File: src/rtl/conv1d_pe_row.sv
// Time-multiplexed 1-D convolution PE row: one kernel tap per cycle across all output lanes.
// Optional ReLU clamp on the result copy is enabled by defining CAE_PE_RELU_EN.
module conv1d_pe_row #(
    parameter int DATA_WIDTH  = 8,
    parameter int INPUT_SIZE  = 8,
    parameter int KERNEL_SIZE = 3,
    parameter int ACC_WIDTH   = 2*DATA_WIDTH,
    localparam int OUT_SIZE   = INPUT_SIZE-KERNEL_SIZE+1
) (
    input  logic                                   clk_i,
    input  logic                                   rst,
    input  logic                                   en,
    input  logic                                   in_valid,
    output logic                                   in_ready,
    input  logic [INPUT_SIZE-1:0][DATA_WIDTH-1:0]  data_in,
    input  logic [KERNEL_SIZE-1:0][DATA_WIDTH-1:0] weight_in,
    input  logic [OUT_SIZE-1:0][ACC_WIDTH-1:0]     psum_in,
    output logic                                   out_valid,
    input  logic                                   out_ready,
    output logic [OUT_SIZE-1:0][ACC_WIDTH-1:0]     psum_out,
    output logic                                   busy,
    output logic                                   done
);

    // state  | meaning
    // S_IDLE | waiting for a job, in_ready high
    // S_MAC  | taps 0..K-1 accumulate; at tap==K the result is copied out
    // S_OUT  | result held on psum_out until out_ready
    typedef enum logic [1:0] {S_IDLE, S_MAC, S_OUT} state_t;

    localparam int TAP_W = $clog2(KERNEL_SIZE+1);
    localparam logic [TAP_W-1:0] TAP_LAST = TAP_W'(KERNEL_SIZE);

    state_t                                 state_q, state_d;
    logic [TAP_W-1:0]                       tap_q, tap_d, tap_sel;
    logic [INPUT_SIZE-1:0][DATA_WIDTH-1:0]  data_q, data_d;
    logic [KERNEL_SIZE-1:0][DATA_WIDTH-1:0] weight_q, weight_d;
    logic [OUT_SIZE-1:0][ACC_WIDTH-1:0]     acc_q, acc_d, psum_q, psum_d;
    logic [OUT_SIZE-1:0][ACC_WIDTH-1:0]     mac, res;
    logic signed [DATA_WIDTH-1:0]           w_sel;

    // The copy cycle (tap==K) has no valid tap; steer the index to 0 to stay in range.
    assign tap_sel = (tap_q == TAP_LAST) ? '0 : tap_q;
    assign w_sel   = $signed(weight_q[tap_sel]);

    for (genvar j = 0; j < OUT_SIZE; j++) begin : g_lane
        logic signed [DATA_WIDTH-1:0]   d_sel;
        logic signed [2*DATA_WIDTH-1:0] prod;
        assign d_sel  = $signed(data_q[j + int'(tap_sel)]);
        assign prod   = (2*DATA_WIDTH)'(d_sel) * (2*DATA_WIDTH)'(w_sel);
        assign mac[j] = acc_q[j] + ACC_WIDTH'(prod);
`ifdef CAE_PE_RELU_EN
        assign res[j] = acc_q[j][ACC_WIDTH-1] ? '0 : acc_q[j];
`else
        assign res[j] = acc_q[j];
`endif
    end

    always_comb begin
        state_d  = state_q;
        tap_d    = tap_q;
        data_d   = data_q;
        weight_d = weight_q;
        acc_d    = acc_q;
        psum_d   = psum_q;
        case (state_q)
            S_IDLE: begin
                if (in_valid) begin
                    data_d   = data_in;
                    weight_d = weight_in;
                    acc_d    = psum_in;
                    tap_d    = '0;
                    state_d  = S_MAC;
                end
            end
            S_MAC: begin
                if (tap_q == TAP_LAST) begin
                    psum_d  = res;
                    state_d = S_OUT;
                end else begin
                    acc_d = mac;
                    tap_d = tap_q + 1'b1;
                end
            end
            S_OUT: begin
                if (out_ready) state_d = S_IDLE;
            end
            default: state_d = S_IDLE;
        endcase
    end

    always_ff @(posedge clk_i or negedge rst) begin
        if (!rst) begin
            state_q  <= S_IDLE;
            tap_q    <= '0;
            data_q   <= '0;
            weight_q <= '0;
            acc_q    <= '0;
            psum_q   <= '0;
        end else if (en) begin
            state_q  <= state_d;
            tap_q    <= tap_d;
            data_q   <= data_d;
            weight_q <= weight_d;
            acc_q    <= acc_d;
            psum_q   <= psum_d;
        end
    end

    // in_ready is gated by reset so every output reads 0 while rst is asserted.
    assign in_ready  = rst && (state_q == S_IDLE);
    assign out_valid = (state_q == S_OUT);
    assign busy      = (state_q == S_MAC) || (state_q == S_OUT);
    assign done      = en && out_ready && (state_q == S_OUT);
    assign psum_out  = psum_q;

endmodule
File: config.mk
export PLATFORM = sky130hd
export DESIGN_NAME = conv1d_pe_row
export DESIGN_NICKNAME = d
export VERILOG_FILES = /design/src/rtl/conv1d_pe_row.sv
export SDC_FILE = /design/constraint.sdc
export NUM_CORES = 2
export LEC_CHECK = 0
export BUFFER_PORTS_ARGS = -buffer_cell sky130_fd_sc_hd__buf_2
export CAP_MARGIN = 20
export CORE_MARGIN = 2
export CORE_UTILIZATION = 56
export DETAILED_ROUTE_END_ITERATION = 8
export GPL_ROUTABILITY_DRIVEN = 1
export PLACE_DENSITY_LB_ADDON = 0.25
export SLEW_MARGIN = 30
export SYNTH_ARGS = -nofsm -noshare
export SYNTH_HDL_FRONTEND = slang
export SYNTH_SLANG_ARGS = --single-unit
File: constraint.sdc
create_clock -name clk_i -period 16.81 [get_ports clk_i]
set_input_delay 0.8405 -clock clk_i [delete_from_list [all_inputs] [get_ports clk_i]]
set_output_delay 0.8405 -clock clk_i [all_outputs]
set_load 0.05 [all_outputs]
==> key figures <==
Status
  – Status: finished clean

GRT
  – Total gr overflow: 0
  – Vias in the first global route: 23600
  – Largest net degree at the start of global routing: 126
  – GRT Total Usage: 30.4%
  – Initial antenna violation count: 1
  – First-pass GRT wire length: 131000 um

Placement
  – Setup WS pre-CTS: 9.47 ns
  – GP Congestion: 0.931
  – Dpl cells: 3856
  – PortBufs: 288
  – HPWL after DPL: 64800 um

Synth
  – Mean Syn Cell Area: 10.1 sq um
  – Ys async rst share: 100%
  – Post-synth design cell area: 30100 sq um
  – Synthesis Warnings: 0
  – Synthesized instance count: 2970
  – EDFF count, synth: 0
  – Cell variety after synth: 48
  – Seq/Total Area, Yosys: 23.6%
  – Post-synthesis register bit count: 284
  – Syn Nets: 3815
  – Ys flop type: dfrtp_1

CTS
  – Clk buf depth: 3
  – Hold Buf Count CTS: 0
  – TritonCTS clock tree: done
  – H-tree depth: 2
  – CTS Buf Count: 34
  – Worst-path clk slew: 0.06 ns
  – Worst-skew pair later-pin latency: 0.55 ns
  – Setup Fix Bufs, Post-CTS: 0
  – Root buf cell: clkbuf_16
  – Post-CTS sizing: 0
  – # clock sinks: 284

Setup path
  – Register-to-Register Path Depth: 21
  – Largest stage delay on the critical path: 0.75 ns
  – Crit-path cells: inv_1 -> ha_2 -> buf_4 -> mux2i_1 -> nor2_1 -> a21o_1 -> buf_4 -> and2_1 -> fa_1 -> fa_1 -> fa_1 -> fa_1 -> ha_1 -> ha_1 -> or3_4 -> o21bai_1 -> a21oi_2 -> nor3_1 -> a31oi_1 -> a31oi_1 -> a211o_1
  – Max FO, Critical Path: 44
  – Worst Path Arrival: 7.89 ns
  – CP Class: reg2reg
  – FF-to-FF setup slack: 9.35 ns
  – Top delay family on crit path: adder cells
  – Worst setup SP type: register
  – Crit path required time: 17.24 ns
  – WP buf/inv: 3
  – Worst path depth: 21
  – Crit Reg-Reg Startpoint: tap_q[1]
  – Crit path max-delay cell type: a21o_1
  – CP most frequent cell: fa_1
  – CP Capture Type: register
  – Reg2reg end: acc_q[62]

Routing
  – Drt initial violations: 1529
  – Initial DRT Pass Iterations: 5
  – Routed wire length per instance: 21.0 um
  – Drt via density: 5.67
  – Routed vias: 22200
  – Antenna viol nets, final: 0
  – DRT Wirelength: 82100 um
  – DRC violations left: 0

Floorplan
  – Die H: 236 um
  – Initial Util: 57.0%
  – IO Count: 289
  – Core ar.: 52900 sq um
  – Die area: 55700 sq um
  – Die width: 236 um
  – Row Count: 84

STA
  – Final Hold Vio Count: 0
  – Fin. max-slew vios: 0
  – F_max: 134 MHz
  – Slew HR: 33.1%
  – Least-Margin Pin Slew: 1.00 ns
  – Fin crit period: 7.46 ns
  – Setup ws final: 9.35 ns
  – Fin crit share: 44.4%
  – Worst hold slack: 0.149 ns
  – Layout Skew: 0.0130 ns
  – Endpoints failing setup: 0
  – RSZ-0062 raised after global routing: no
  – Setup total negative slack: 0 ns

Final layout
  – Area delta synth->final: 11.1%
  – Layout cells sized above 1: 18.1%
  – Commonest non-fill, non-tap cell in the layout: inv_1
  – Cell Count, Final, Fillers Out: 3916
  – Nets: 4049
  – Commonest non-fill, non-tap cells in the layout: inv_1, fa_1, nand2_1

Min path
  – Worst min path class: in2async

Flow run
  – Max cap viols: 0
-- registers in the layout, indices dropped and copies added, names as in the netlist --
| signal | count |
|---|---|
| acc_q | 96 |
| state_q | 2 |
| tap_q | 2 |
| data_q | 64 |
| weight_q | 24 |
| psum_out | 96 |
-- layer usage --
layer  wire length, um  vias to the layer above  GRT usage (%)  share of wire [%]
li1                  -                     9943              -                  -
met1             32700                    11200           40.1                 40
met2             39200                      890           49.7                 48
met3              6600                      196           5.72                8.0
met4              3570                        0           12.3                4.3
met5                 0                        -              0                  0
-- worst register-to-register path, delay by kind of cell, from the launching register on --
kind | cells | cell delay (ns)
compound gates | 6 | 1.79
fa+ha+maj | 7 | 2.74
buf+inv | 3 | 1.06
flops | 1 | 0.42
mux | 1 | 0.18
simple gates | 4 | 1.14
-- how the worst max path moves through the flow --
| stage | end | slack, ns | startpoint |
|---|---|---|---|
| final | acc_q[62] | 9.35 | tap_q[1] |
| after global routing | acc_q[62] | 8.88 | tap_q[1] |
| after CTS | acc_q[62] | 9.45 | tap_q[1] |
| after detailed placement | acc_q[62] | 9.47 | tap_q[1] |
| after global placement | acc_q[95] | 9.61 | tap_q[0] |
| after floorplan | acc_q[46] | 10.42 | tap_q[1] |
-- synthesized netlist by cell type (57+ instances only) --
| master | n | share of area, % |
|---|---|---|
| nor2_1 | 270 | 3.4 |
| dfrtp_1 | 284 | 24 |
| mux2i_1 | 108 | 3.6 |
| inv_1 | 451 | 5.6 |
| mux2_2 | 168 | 6.3 |
| o21ai_0 | 181 | 3.0 |
| nand2_1 | 310 | 3.9 |
| xnor2_1 | 100 | 2.9 |
| a21oi_1 | 70 | 1.2 |
| fa_1 | 427 | 28 |
| ha_1 | 229 | 9.5 |
| clkbuf_1 | 57 | 0.71 |
-- area by class of cell --
type,instances,area (sq um)
multi-input cells,2115,20900
fillers,4287,19400
flip-flops and latches,284,7110
repair buffers,318,1690
inverters,451,1690
clock buffers,49,1060
well taps,688,861
clock inverters,10,160
diodes,1,2.50
-- per-stage QoR --
stage | cell area [sq um] | util, %
floorplan | 30100 | -
global placement | 32200 | 60.9
detailed placement | 32200 | 60.9
CTS | 33400 | 63.2
global route | 33500 | 63.3
finish | 33500 | 63.3
-- cell families (layout without fill, tap and decap cells) --
group                    after synthesis  in the layout  share of synthesized area, %
AO/OA/AOI/OAI                        383            383                          7.48
XOR/XNOR                             114            114                          3.32
adder cells (fa/ha/maj)              656            656                          37.9
buffers and inverters                571            828                          7.40
flip-flops                           284            284                          23.6
multiplexers                         295            295                          11.3
other                                  0              1                             0
AND/OR/NAND/NOR                      667            667                          9.02
Power is left out: the tool's default activity adds up to more than one toggle a clock period on the data nets, which glitch-free logic cannot reach.
